==> src/rtl/memory_access.sv <==
// Memory stage: registers the execute result, runs the data bus handshake,
// aligns load data and store lanes, and produces register writeback.
module memory_access (
    input  logic        clk,
    input  logic        reset,
    input  logic        inst_v_x,
    input  logic [3:0]  minst,
    input  logic [31:0] addr_x,
    input  logic [31:0] st_data_x,
    input  logic [4:0]  rd_x,
    input  logic        rdm_v_x,
    output logic        hazard_m,
    output logic        dmem_req,
    output logic        dmem_we,
    output logic [31:0] dmem_addr,
    output logic [3:0]  dmem_be,
    output logic [31:0] dmem_wdata,
    input  logic        dmem_ready,
    input  logic        dmem_rvalid,
    input  logic [31:0] dmem_rdata,
    output logic        wb_v,
    output logic [4:0]  wb_rd,
    output logic [31:0] wb_data,
    output logic        misalign
);

    typedef enum logic [1:0] {IDLE, REQ, WAIT} state_t;

    state_t      state;
    logic        m_v;
    logic [3:0]  m_op;
    logic [31:0] m_addr;
    logic [31:0] m_sd;
    logic [4:0]  m_rd;
    logic        m_rdv;

    logic        m_mem;
    logic        m_alu;
    logic        m_ok;
    logic        wr_en;
    logic [7:0]  lb;
    logic [15:0] lh;
    logic [31:0] ld_data;

    function automatic logic op_valid(input logic [3:0] op);
        case (op)
            4'b0000, 4'b0001, 4'b0010, 4'b0100, 4'b0101,
            4'b1000, 4'b1001, 4'b1010: return 1'b1;
            default:                   return 1'b0;
        endcase
    endfunction

    // op[1:0] is the access size for both loads and stores
    function automatic logic aligned(input logic [3:0] op,
                                     input logic [1:0] a);
        case (op[1:0])
            2'b01:   return !a[0];
            2'b10:   return a == 2'b00;
            default: return 1'b1;
        endcase
    endfunction

    always_comb begin
        m_mem    = op_valid(m_op);
        m_alu    = m_op[3:2] == 2'b11;
        m_ok     = aligned(m_op, m_addr[1:0]);
        wr_en    = m_rdv && (m_rd != 5'd0);
        hazard_m = (state == REQ) || ((state == WAIT) && !dmem_rvalid);
        dmem_req = state == REQ;
        dmem_we  = dmem_req && m_op[3];
        dmem_addr = {m_addr[31:2], 2'b00};
        misalign = (state == IDLE) && m_v && m_mem && !m_ok;
    end

    always_comb begin
        dmem_be    = 4'b1111;
        dmem_wdata = m_sd;
        if (m_op[3]) begin
            unique case (1'b1)
                m_op[1:0] == 2'b00: begin
                    dmem_be    = 4'b0001 << m_addr[1:0];
                    dmem_wdata = {4{m_sd[7:0]}};
                end
                m_op[1:0] == 2'b01: begin
                    dmem_be    = 4'b0011 << {m_addr[1], 1'b0};
                    dmem_wdata = {2{m_sd[15:0]}};
                end
                default: begin
                    dmem_be    = 4'b1111;
                    dmem_wdata = m_sd;
                end
            endcase
        end
    end

    always_comb begin
        lb = dmem_rdata[7:0];
        case (m_addr[1:0])
            2'b01:   lb = dmem_rdata[15:8];
            2'b10:   lb = dmem_rdata[23:16];
            2'b11:   lb = dmem_rdata[31:24];
            default: lb = dmem_rdata[7:0];
        endcase
        lh = m_addr[1] ? dmem_rdata[31:16] : dmem_rdata[15:0];
        case (m_op[2:0])
            3'b000:  ld_data = {{24{lb[7]}}, lb};
            3'b001:  ld_data = {{16{lh[15]}}, lh};
            3'b100:  ld_data = {24'd0, lb};
            3'b101:  ld_data = {16'd0, lh};
            default: ld_data = dmem_rdata;
        endcase
    end

    always_comb begin
        wb_rd   = m_rd;
        wb_data = (state == WAIT) ? ld_data : m_addr;
        wb_v    = wr_en &&
                  (((state == IDLE) && m_v && m_alu) ||
                   ((state == WAIT) && dmem_rvalid));
    end

    // Issue is decided as the op is captured so the register never
    // gets overwritten before the bus request goes out.
    always_ff @(posedge clk or negedge reset) begin
        if (!reset) begin
            state  <= IDLE;
            m_v    <= 1'b0;
            m_op   <= 4'b1100;
            m_addr <= '0;
            m_sd   <= '0;
            m_rd   <= '0;
            m_rdv  <= 1'b0;
        end else if (!hazard_m) begin
            m_v    <= inst_v_x;
            m_op   <= minst;
            m_addr <= addr_x;
            m_sd   <= st_data_x;
            m_rd   <= rd_x;
            m_rdv  <= rdm_v_x;
            if (inst_v_x && op_valid(minst) && aligned(minst, addr_x[1:0]))
                state <= REQ;
            else
                state <= IDLE;
        end else if ((state == REQ) && dmem_ready) begin
            if (m_op[3]) begin
                state <= IDLE;
                m_v   <= 1'b0;
            end else begin
                state <= WAIT;
            end
        end
    end

endmodule

==> config.mk <==
export PLATFORM = sky130hd
export DESIGN_NAME = memory_access
export DESIGN_NICKNAME = d
export VERILOG_FILES = /design/src/rtl/memory_access.sv
export SDC_FILE = /design/constraint.sdc
export NUM_CORES = 1
export LEC_CHECK = 0
export BUFFER_PORTS_ARGS = -buffer_cell sky130_fd_sc_hd__buf_2
export CAP_MARGIN = 20
export CORE_UTILIZATION = 30
export CTS_BUF_LIST = sky130_fd_sc_hd__clkbuf_16
export CTS_CLUSTER_SIZE = 25
export DETAILED_ROUTE_END_ITERATION = 12
export PLACE_DENSITY = 0.55
export SLEW_MARGIN = 20
export SYNTH_ARGS = -nofsm -noshare
export SYNTH_HDL_FRONTEND = slang
export SYNTH_SLANG_ARGS = --single-unit
==> constraint.sdc <==
create_clock -name clk -period 4.91 [get_ports clk]
set_clock_uncertainty 0.2 [all_clocks]
set_input_delay 0.491 -clock clk [delete_from_list [all_inputs] [get_ports clk]]
set_output_delay 0.491 -clock clk [all_outputs]
set_load 0.03 [all_outputs]
==> metrics.txt <==
cell accounting for the most synthesized area=dfrtp_1; TNS Setup=0 ps; most frequent cells after synthesis=75 x dfrtp_1, 70 x mux2_4, 58 x nand2_1; largest net degree at the start of global routing=a little under 80; max-slew violation count=0; reg2reg setup slack=2280 ps; RePlAce Congestion=between 0.8 and 0.9; Req. time, crit path=about 4200 ps; Die ar.=~17000 µm²; Max-Cap Viols=0; clock sink count=a little under 80; Post-synth ARST share=between 90% and 100%; Yosys warnings=0; IO Port Bufs=218; Worst Max-Slew Pin Slew=between 1000 and 1500 ps; CTS hold repair buffers=0; GRT Overall Usage=a little under a fifth; starting density of the core=about 31%; depth of the CTS H-tree=3; FF-to-FF End=m_addr[8]$_DFFE_PN0P_; cells along the critical path=inv_1, ha_1, nor2_4, nor2b_1, o21ai_0, buf_2; worst-skew pair later-pin latency=about 350 ps; worst-path maximum fanout=26; initial antenna violation count=1; core footprint=16500 µm²; drt pass-1 iters=5; Worst setup SP type=register; Synth top area share=roughly 37%; IO Pins=approximately 220; Setup Buffers After CTS=0; layout cells sized above 1=around 51%; nets=around 760; synthesis-stage register bit count=a little under 80; FF-to-FF path depth=4; post-CTS sizing=0; Hold Fails Final Rpt=30; vias=between 4000 and 5000; root buffer cell=clkbuf_16; CP bufs+invs=2; Syn Area/Cell=between 10 and 15 µm²; Sequential cell area=between 1500 and 2000 µm²; fmax=between 200 and 300 MHz; Final Instance Count excl. Fillers=approximately 860; most frequent cell after synthesis=dfrtp_1; Final period util=~80%; WL/cell=approximately 18 µm; hold_ws=-36.9 ps; area of the multi-input gates=2530 µm²; vias per cell=4.89; Hold Crit Class=input pin to async pin; die width=roughly 130 µm; total CTS buffers=9; RSZ-0062 raised after global routing=false; hpwl dp=between 10000 and 15000 µm; Distinct cells, synth=42; CTS tree=done; WP depth=6; Crit Path Class=register to output pin; violated checks=negative hold slack; area grow syn2layout=23.6%; CP Capture Type=output pin; Max stage delay on crit path=between 700 and 800 ps; residual DRC count=0; Slowest-stage cell, CP=ha_1; Leakage=about 3.3 nW; synthesized area=slightly above 5000 µm²; drt total wl=about 16000 µm; Chip Height=132 µm; CTS clock-pin slew for the worst setup and hold paths=approximately 60 ps; peak supply drop=215 µV; sequential area share after synthesis=between 30% and 40%; DRT iter0 DRCs=242; GRT Residual Overflow=0; row count=47; FILL cells=about 1700; Finish-stage setup viols=0; antenna viol nets, final=0; Power Total=just under 3 mW; ranking of synthesized cells by area=dfrtp_1 37%, mux2_4 21%, buf_4 6.1%; global-route wire length before repair=24900 µm; cell count after synthesis=about 470; Post-synth EDFFs=0; DP Cell Count=between 800 and 900; Power Density=~480 nW/µm²; R2R Path Start=state[1]$_DFFE_PN0P_; CTS Buffer Depth=2; Top FF cell, synth=dfrtp_1; vias in the first global route=approximately 4200; crit-path leading delay family=simple AND/OR/NAND/NOR gates; slew margin rel.=32.4%; critical path arrival=3160 ps; min Tclk post-route=3850 ps; outcome=finished, violations left
[power breakdown]
group	switching, mW	total [mW]	internal, mW
sequential	0.126	0.869	0.743
clock	0.291	0.739	0.448
combinational	0.852	1.36	0.506
total	1.27	2.97	1.70
[worst register-to-register path, stage by stage, from the launching register on]
cell and delay, ps:
dfrtp_1 480, nand2b_1 220, and2_4 820, buf_4 480
mux2_4 330
[worst max path at each step]
stage	startpoint	to	slack, ps
floorplan	m_op[1]$_DFFE_PN0P_	wb_data[13]	2140
global placement	m_op[1]$_DFFE_PN0P_	dmem_be[0]	1480
detailed placement	m_op[0]$_DFFE_PN0P_	dmem_be[0]	1240
CTS	m_op[0]$_DFFE_PN0P_	dmem_be[0]	820
global route	m_op[0]$_DFFE_PN0P_	dmem_be[0]	770
finish	m_op[1]$_DFFE_PN0P_	dmem_be[0]	1060
[final cells by class]
type	count	area share, %
Inverter	11	0.662
Timing Repair Buffer	223	18.2
Sequential cell	77	30.9
Clock buffer	9	3.61
Clock inverter	7	1.56
Multi-Input combinational cell	315	40.6
Tap cell	220	4.41
Antenna cell	1	0.0401
[state kept, by name (all words and copies together) (netlist names)]
| name | cells |
|---|---|
| m_addr | 32 |
| m_op | 4 |
| m_rdv | 1 |
| m_sd | 32 |
| m_v | 1 |
| state | 2 |
| wb_rd | 5 |
[logic make-up after synthesis]
kind of cell | count (synthesis) | share of synthesized area [%]
mux | 82 | 23.7
other cells | 1 | 0.0743
simple gates | 112 | 9.42
compound gates | 112 | 14.9
flops | 77 | 38.2
fa+ha+maj | 7 | 1.73
buf+inv | 83 | 11.9
[metal layers]
layer | part of all wire [%] | vias up | wire length, µm | global-route usage [%]
met4 | 1.8 | 0 | 293 | 6.52
met5 | 0 | - | 0 | 0
met1 | 45 | 2113 | 7120 | 24.3
met3 | 4.3 | 23 | 679 | 4.09
li1 | - | 1948 | - | -
met2 | 49 | 137 | 7790 | 30.1
[through the flow]
| step | setup slack [ps] | cell area [µm²] | util (%) |
|---|---|---|---|
| 6_report | 1060 | 6240 | 37.8 |
| 5_1_grt | 775 | 6240 | 37.8 |
| 4_1_cts | 818 | 6230 | 37.7 |
| 3_5_place_dp | 1240 | 5910 | 35.7 |
| 3_3_place_gp | 1480 | 5900 | 35.7 |
| 2_1_floorplan | 2140 | 5050 | - |
[cell usage in the layout, fill, tap and decap left out, types with 7 or more instances in the layout]
master	instances
buf_2	217
dfrtp_1	75
mux2_4	70
nand2_1	58
nor2_1	34
a21oi_1	32
a22o_1	25
o21ai_0	23
inv_1	11
mux2_2	10
clkbuf_16	9
a221oi_1	8
ha_1	7
Note: power is estimated with default switching activity, not from simulation.
